--- config.mk ---
export PLATFORM = sky130hd
export DESIGN_NAME = wb_cmd_initiator
export DESIGN_NICKNAME = d
export VERILOG_FILES = /design/src/rtl/wb_cmd_initiator.sv
export SDC_FILE = /design/constraint.sdc
export NUM_CORES = 1
export LEC_CHECK = 0
export ABC_CLOCK_PERIOD_IN_PS = 3150
export CORE_AREA = 2 2 127 79
export DETAILED_ROUTE_END_ITERATION = 6
export DIE_AREA = 0 0 129 81
export PLACE_DENSITY = 0.82
export SYNTH_ARGS = -nofsm -noshare
export SYNTH_HDL_FRONTEND = slang
export SYNTH_SLANG_ARGS = --single-unit
--- constraint.sdc ---
create_clock -name i_clk -period 3.15 [get_ports i_clk]
set_clock_uncertainty 0.05 [all_clocks]
set_input_delay 0.63 -clock i_clk [delete_from_list [all_inputs] [get_ports i_clk]]
set_output_delay 0.63 -clock i_clk [all_outputs]
set_load 0.1 [all_outputs]
--- src/rtl/wb_cmd_initiator.sv ---
// Wishbone classic initiator: turns single register-access commands into
// one bus cycle at a time and returns the read data or error status on a
// separate valid/ready response channel. A cycle counter ends bus cycles
// that no slave acknowledges.
module wb_cmd_initiator #(
    parameter int AW      = 6,
    parameter int TIMEOUT = 255
) (
    input  logic          i_clk,
    input  logic          i_rst,
    input  logic          i_cmd_valid,
    output logic          o_cmd_ready,
    input  logic          i_cmd_we,
    input  logic [AW-1:0] i_cmd_adr,
    input  logic [31:0]   i_cmd_dat,
    input  logic [3:0]    i_cmd_sel,
    output logic          o_rsp_valid,
    input  logic          i_rsp_ready,
    output logic [31:0]   o_rsp_dat,
    output logic          o_rsp_err,
    output logic [AW-1:0] o_wb_adr,
    output logic [31:0]   o_wb_dat,
    output logic [3:0]    o_wb_sel,
    output logic          o_wb_we,
    output logic          o_wb_cyc,
    output logic          o_wb_stb,
    input  logic [31:0]   i_wb_rdt,
    input  logic          i_wb_ack,
    input  logic          i_wb_err
);

    // Timer only has to reach TIMEOUT-1; one extra count of headroom keeps
    // the increment on the terminating cycle from wrapping.
    localparam int TW = (TIMEOUT < 2) ? 1 : $clog2(TIMEOUT + 1);
    localparam logic [TW-1:0] TIMER_LAST = TW'(TIMEOUT - 1);

    typedef enum logic [1:0] {
        IDLE = 2'd0,
        BUS  = 2'd1,
        RESP = 2'd2
    } state_t;

    state_t        state;
    state_t        state_nxt;
    logic [TW-1:0] timer;
    logic [TW-1:0] timer_nxt;

    logic [AW-1:0] adr_nxt;
    logic [31:0]   dat_nxt;
    logic [3:0]    sel_nxt;
    logic          we_nxt;
    logic          cyc_nxt;
    logic          stb_nxt;
    logic          rsp_valid_nxt;
    logic [31:0]   rsp_dat_nxt;
    logic          rsp_err_nxt;

    // Read data is only meaningful for reads; writes report zero.
    function automatic logic [31:0] ack_data(input logic we, input logic [31:0] rdt);
        return we ? 32'd0 : rdt;
    endfunction

    // Ready is a pure function of state so upstream sees it the cycle after
    // reset, but it is masked while reset is held.
    assign o_cmd_ready = (state == IDLE) && !i_rst;

    // Next-state and next-output decode; every register holds by default.
    always_comb begin
        state_nxt     = state;
        timer_nxt     = timer;
        adr_nxt       = o_wb_adr;
        dat_nxt       = o_wb_dat;
        sel_nxt       = o_wb_sel;
        we_nxt        = o_wb_we;
        cyc_nxt       = o_wb_cyc;
        stb_nxt       = o_wb_stb;
        rsp_valid_nxt = o_rsp_valid;
        rsp_dat_nxt   = o_rsp_dat;
        rsp_err_nxt   = o_rsp_err;

        case (state)
            IDLE: begin
                if (i_cmd_valid && o_cmd_ready) begin
                    adr_nxt   = i_cmd_adr;
                    dat_nxt   = i_cmd_dat;
                    sel_nxt   = i_cmd_sel;
                    we_nxt    = i_cmd_we;
                    cyc_nxt   = 1'b1;
                    stb_nxt   = 1'b1;
                    timer_nxt = '0;
                    state_nxt = BUS;
                end
            end

            BUS: begin
                timer_nxt = timer + TW'(1);
                // err beats ack; ack on the last timer cycle still wins
                // over the timeout.
                if (i_wb_err) begin
                    rsp_err_nxt   = 1'b1;
                    rsp_dat_nxt   = 32'd0;
                    cyc_nxt       = 1'b0;
                    stb_nxt       = 1'b0;
                    rsp_valid_nxt = 1'b1;
                    state_nxt     = RESP;
                end else if (i_wb_ack) begin
                    rsp_err_nxt   = 1'b0;
                    rsp_dat_nxt   = ack_data(o_wb_we, i_wb_rdt);
                    cyc_nxt       = 1'b0;
                    stb_nxt       = 1'b0;
                    rsp_valid_nxt = 1'b1;
                    state_nxt     = RESP;
                end else if (timer == TIMER_LAST) begin
                    rsp_err_nxt   = 1'b1;
                    rsp_dat_nxt   = 32'd0;
                    cyc_nxt       = 1'b0;
                    stb_nxt       = 1'b0;
                    rsp_valid_nxt = 1'b1;
                    state_nxt     = RESP;
                end
            end

            RESP: begin
                if (i_rsp_ready) begin
                    rsp_valid_nxt = 1'b0;
                    state_nxt     = IDLE;
                end
            end

            default: begin
                state_nxt = IDLE;
            end
        endcase
    end

    // State and timer register; reset wins over everything.
    always_ff @(posedge i_clk) begin
        if (i_rst) begin
            state <= IDLE;
            timer <= '0;
        end else begin
            state <= state_nxt;
            timer <= timer_nxt;
        end
    end

    // Registered bus and response outputs; reset drops cyc/stb and
    // discards any pending response.
    always_ff @(posedge i_clk) begin
        if (i_rst) begin
            o_wb_adr    <= '0;
            o_wb_dat    <= 32'd0;
            o_wb_sel    <= 4'd0;
            o_wb_we     <= 1'b0;
            o_wb_cyc    <= 1'b0;
            o_wb_stb    <= 1'b0;
            o_rsp_valid <= 1'b0;
            o_rsp_dat   <= 32'd0;
            o_rsp_err   <= 1'b0;
        end else begin
            o_wb_adr    <= adr_nxt;
            o_wb_dat    <= dat_nxt;
            o_wb_sel    <= sel_nxt;
            o_wb_we     <= we_nxt;
            o_wb_cyc    <= cyc_nxt;
            o_wb_stb    <= stb_nxt;
            o_rsp_valid <= rsp_valid_nxt;
            o_rsp_dat   <= rsp_dat_nxt;
            o_rsp_err   <= rsp_err_nxt;
        end
    end

endmodule

==> results.toml, run 1 <==
[cells_and_area]
final_net_count = 645
diodes = 0
final_common_cell = "dfxtp_1"
fillers = 852
layout_common_cells = "88 x dfxtp_1, 84 x buf_4, 79 x nand2b_1, 79 x clkdlybuf4s50_1, 77 x nand2_1"
instances_no_fill = 696
drive_gt1_share_pct = 18.5
area_growth_pct = 48.7

[die]
die_h_um = 81
initial_utilization_pct = 38.4
io_pins = 161
rows = 28
die_x_um = 129
fp.dieArea_um2 = 10400
fp.coreArea_um2 = 9490

[timing]
relSlewSlack_pct = 64.0
rsz0062_at_grt = "no"
min_period_ns = 2.22
tns_ns = 0
fin_ws_ns = 0.929
fmax_mhz = 450
slew_violations = 0
final-setup-viol-count = 0
tightest_slew_ns = 0.539
timing.final.hold_violations = 0
period_share_pct = 70.5
hold_slack_ns = 0.423

[logic_synthesis]
ys.flop_type = "dfxtp_1"
avgSynthCellArea_um2 = 8.92
yosys_register_bits = 88
yosysWarnings = 0
syn_nets = 496
ys_async_sr_fraction_pct = 0
yosysSeqAreaShare_pct = 48.3
netlist_area_um2 = 3650
synth_cell_types = 32
synth_edf_count = 0
synthCells = 409

[grt]
antenna_found_initial = 0
grtUsageTotal_pct = 16.9
grt_pass1_vias = 2906
grt_max_degree = 70
grt_pass1_wl_um = 13900
grt-ovfl-total = 0

[clock_network]
h-tree-depth = 3
cts.path.max_buffers = 2
clock_sinks = 88
cts_resized = 0
numCtsBuffers = 9
cts_setup_buffers = 0
clkLatencyLatePin_ns = 0.32
cts_tree = "yes"
clk_pin_slew_worst_paths_ns = 0.06
ctsHoldBuffers = 0
cts-root-buf = "clkbuf_16"

[worst_setup_path]
end_kind = "flip-flop"
cp_data_required_time_ns = 3.35
cp_top_family = "simple AND/OR/NAND/NOR gates"
slowest_stage = "dfxtp_1"
cp_max_fo = 19
worstSetupEndpoint = "o_rsp_dat[18]"
reg2reg_depth = 7
crit_buf_inv = 2
regToRegEndpoint = "o_rsp_dat[18]"
cp.arrival_ns = 2.42
r2r_start = "timer[0]"
start_kind = "flip-flop"
crit_path_max_incr_delay_ns = 0.44
cp_cell_sequence = "inv_1 > ha_1 > and3_1 > a211o_1 > nand2_2 > buf_12 > mux2i_1"
crit_type = "flip-flop to flip-flop"
path_depth = 7
regToRegSetupSlack_ns = 0.93
setup.worst_path.start = "timer[0]"

[routing]
drc = 0
met2_length_um = 3980
detail-route-antenna-nets = 0
routed_via_density = 4.58
wl_um = 9230
wl_met3_um = 682
vias = 3185
wire_per_inst_um = 13.3
detailedRoute.firstIterationViolations = 91
routed.top_layer = "met4"
met1_length_um = 4500
firstDrtPassIters = 4

[power]
vdd_ir_drop_max_mv = 0.333
power_density_nw_per_um2 = 809
total_power_mw = 4.39
p_leak_nw = 2.34

[min_path]
worstHoldPathType = "flip-flop to flip-flop"
worstHoldStart = "o_wb_sel[0]"

[run]
drv_cap = 0

[placement]
place_ws_ns = 0.663
hpwlAfterDp_um = 6780
port_buffers = 160
place.gp.congestion = 0.782
post-place-cells = 682

[outcome]
status = "completed"
-- report_power, final --
group,total (mW),internal [mW],switching [mW]
Combinational,2.02,0.521,1.50
Sequential,1.36,1.27,0.0913
Clock,1.00,0.603,0.398
-- flip-flops by register name (all words and copies together) (netlist names) --
register and count:
o_wb_we 1, state 2, o_wb_dat 32, timer 8, o_wb_adr 6, o_rsp_err 1, o_wb_stb 1, o_rsp_dat 32
o_rsp_valid 1, o_wb_sel 4
-- worst min path at each step --
stage | to | cells after the start
after floorplan | timer[7] | 2
after global placement | o_wb_adr[2] | 2
after detailed placement | o_wb_sel[0] | 2
after CTS | o_wb_sel[0] | 2
after global routing | o_wb_dat[22] | 2
final | o_wb_sel[0] | 2
-- cell type report --
type,count,area (µm²),area share (%)
Sequential cell,88,1760,32.5
Inverter,7,26.3,0.484
Tap cell,135,169,3.11
Timing Repair Buffer,165,1450,26.7
Clock buffer,10,229,4.22
Clock inverter,4,47.5,0.876
Multi-Input combinational cell,287,1750,32.2
-- layer usage --
metal | GRT usage [%] | vias up
met4 | 4.24 | 0
met1 | 22.4 | 1438
met3 | 5.80 | 7
met5 | 0 | -
li1 | - | 1624
met2 | 26.7 | 116
-- cell usage after synthesis (2+ instances only) --
master | count | area share (%)
inv_1 | 7 | 0.72
nor2_1 | 10 | 1.0
dfxtp_1 | 88 | 48
buf_4 | 5 | 1.0
xor2_1 | 5 | 1.2
o21ai_0 | 47 | 6.4
nor2b_1 | 3 | 0.51
nand2b_1 | 79 | 14
a21oi_1 | 5 | 0.69
nand2_1 | 78 | 8.0
ha_1 | 6 | 2.1
buf_2 | 5 | 0.69
mux2i_1 | 34 | 9.3
o2111ai_1 | 2 | 0.48
clkbuf_1 | 17 | 1.7
and3_1 | 2 | 0.34
-- stage by stage --
| step | instance area (µm²) | util (%) |
|---|---|---|
| final | 5430 | 57.1 |
| after global routing | 5430 | 57.1 |
| after CTS | 5430 | 57.1 |
| after detailed placement | 5150 | 54.2 |
| after global placement | 5150 | 54.2 |
| after floorplan | 3650 | - |
-- tightest hold or removal path: cells and delay by family (launching register included) --
kind | cells | cell delay [ns]
DFF | 1 | 0.31
and+or+nand+nor | 1 | 0.06
AOI/OAI and AO/OA | 1 | 0.06
-- logic make-up (layout without fill, tap and decap cells) --
kind of cell    Yosys count  in the layout  share of synthesized area (%)
flops                    88             88                           48.3
mux                      35             35                           9.64
xor+xnor                  5              5                           1.20
simple gates            178            178                           24.9
buf+inv                  34            186                           4.19
compound gates           63             63                           9.71
fa+ha+maj                 6              6                           2.06
No activity file was read; power rests on OpenSTA's default activity.
==> inputs of run 2 (changes only) <==
ABC_CLOCK_PERIOD_IN_PS = 2150   (was 3150)
clock period = 2.15 ns   (was 3.15 ns; I/O delays follow)
==> results.toml, run 2 (synthesized netlist as in run 1, its figures left out) <==
[outcome]
status = "completed"

[die]
io_pins = 161
fp.dieArea_um2 = 10400
fp.coreArea_um2 = 9490
rows = 28
die_h_um = 81
initial_utilization_pct = 38.4
die_x_um = 129

[grt]
grt-ovfl-total = 0
grtUsageTotal_pct = 17.2
grt_pass1_wl_um = 14300
grt_pass1_vias = 2978
antenna_found_initial = 0
grt_max_degree = 73

[worst_setup_path]
crit_type = "flip-flop to flip-flop"
r2r_start = "timer[0]"
cp.arrival_ns = 2.19
cp_top_family = "flip-flops"
regToRegEndpoint = "o_rsp_dat[10]"
end_kind = "flip-flop"
crit_buf_inv = 2
regToRegSetupSlack_ns = 0.16
start_kind = "flip-flop"
cp_cell_sequence = "inv_1 > ha_1 > and3_1 > a211o_1 > nand2_2 > buf_4 > mux2i_1"
crit_path_max_incr_delay_ns = 0.45
slowest_stage = "dfxtp_1"
cp_data_required_time_ns = 2.35
reg2reg_depth = 7
cp_max_fo = 12

[power]
power_density_nw_per_um2 = 1230
p_leak_nw = 2.40
total_power_mw = 6.82
vdd_ir_drop_max_mv = 0.473

[placement]
place.gp.congestion = 0.774
port_buffers = 160
place_ws_ns = 0.112
hpwlAfterDp_um = 6630

[clock_network]
cts_tree = "yes"
clk_pin_slew_worst_paths_ns = 0.06
h-tree-depth = 3
cts.path.max_buffers = 2
cts_resized = 0
cts-root-buf = "clkbuf_16"
cts_setup_buffers = 0
ctsHoldBuffers = 0
numCtsBuffers = 9
clock_sinks = 88
clkLatencyLatePin_ns = 0.33

[timing]
timing.final.hold_violations = 0
period_share_pct = 92.4
rsz0062_at_grt = "no"
relSlewSlack_pct = 69.5
slew_violations = 0
tightest_slew_ns = 0.446
tns_ns = 0
fmax_mhz = 503
final-setup-viol-count = 0
min_period_ns = 1.99
fin_ws_ns = 0.163

[routing]
detailedRoute.firstIterationViolations = 157
wl_um = 9210
vias = 3222
drc = 0
firstDrtPassIters = 5
wire_per_inst_um = 13.1
detail-route-antenna-nets = 0
routed_via_density = 4.58

[min_path]
worstHoldPathType = "flip-flop to flip-flop"
worstHoldStart = "o_rsp_dat[2]"
hold_path_depth = 2
min_to = "o_rsp_dat[2]"

[cells_and_area]
layout_common_cells = "88 x dfxtp_1, 86 x buf_4, 79 x nand2b_1, 79 x clkdlybuf4s50_1, 77 x nand2_1"
final_common_cell = "dfxtp_1"
area_growth_pct = 52.5
drive_gt1_share_pct = 19.7
final_net_count = 650
largestRegisters = "o_rsp_dat x32, o_wb_dat x32, timer x8"
diodes = 0

[run]
drv_cap = 0
## run 2: cell count changes in the layout (fill, tap and decap cells not counted)
cell,delta
buf_12,+3
buf_4,+2
bufinv_16,+2
nor2_1,-1
nor2_2,+1
## run 2: area by class of cell
cell class / instances / area [µm²]
clock buffers: 10 / 229
clock inverters: 6 / 108
fillers: 822 / 3930
inverters: 7 / 26.3
multi-input cells: 287 / 1750
flip-flops and latches: 88 / 1760
well taps: 135 / 169
repair buffers: 170 / 1520
## run 2: layer usage
metal,global-route usage [%],routed length [µm],up-vias
met5,0,0,-
met4,5.65,136,0
met3,6.92,906,16
met2,26.0,3910,123
met1,22.6,4250,1449
li1,-,-,1634
## run 2: stage by stage
| step | hold WS, ns | util [%] | instances | cell area [µm²] |
|---|---|---|---|---|
| 3_3_place_gp | 0.409 | 55.0 | 687 | 5230 |
| 3_5_place_dp | 0.416 | 55.0 | 687 | 5230 |
| 4_1_cts | 0.427 | 58.6 | 703 | 5560 |
| 5_1_grt | 0.443 | 58.6 | 703 | 5560 |
| 6_report | 0.425 | 58.6 | 703 | 5560 |
| 2_1_floorplan | 0.404 | - | 409 | 3650 |
## run 2: worst max-delay path by stage
stage	cells past startpoint	endpoint	slack [ns]	start
after detailed placement	5	o_rsp_dat[10]	0.11	i_wb_err
final	7	o_rsp_dat[10]	0.16	timer[0]
after global placement	5	timer[7]	0.19	i_cmd_valid
after floorplan	3	o_cmd_ready	0.07	i_rst
after CTS	7	o_rsp_dat[10]	0.15	timer[0]
after global routing	7	o_rsp_dat[5]	0.08	timer[0]
## run 2: power breakdown
| part | switching [mW] | leakage (nW) | internal, mW |
|---|---|---|---|
| logic | 2.22 | 1.52 | 0.828 |
| clock network | 0.637 | 0.162 | 1.13 |
| registers | 0.142 | 0.718 | 1.86 |
| total | 3.00 | 2.40 | 3.82 |
## run 2: worst min-delay path: cells and delay by family, from the launching register on
family / cells / cell delay (ns)
flip-flops: 1 / 0.31
AND/OR/NAND/NOR: 1 / 0.06
multiplexers: 1 / 0.06
==> inputs of run 3 (changes only) <==
CAP_MARGIN = 10   (was unset)
SETUP_SLACK_MARGIN = 0.05   (was unset)
==> results of run 3 <==
No change in the layout: final DEF, timing and power equal those of run 2.
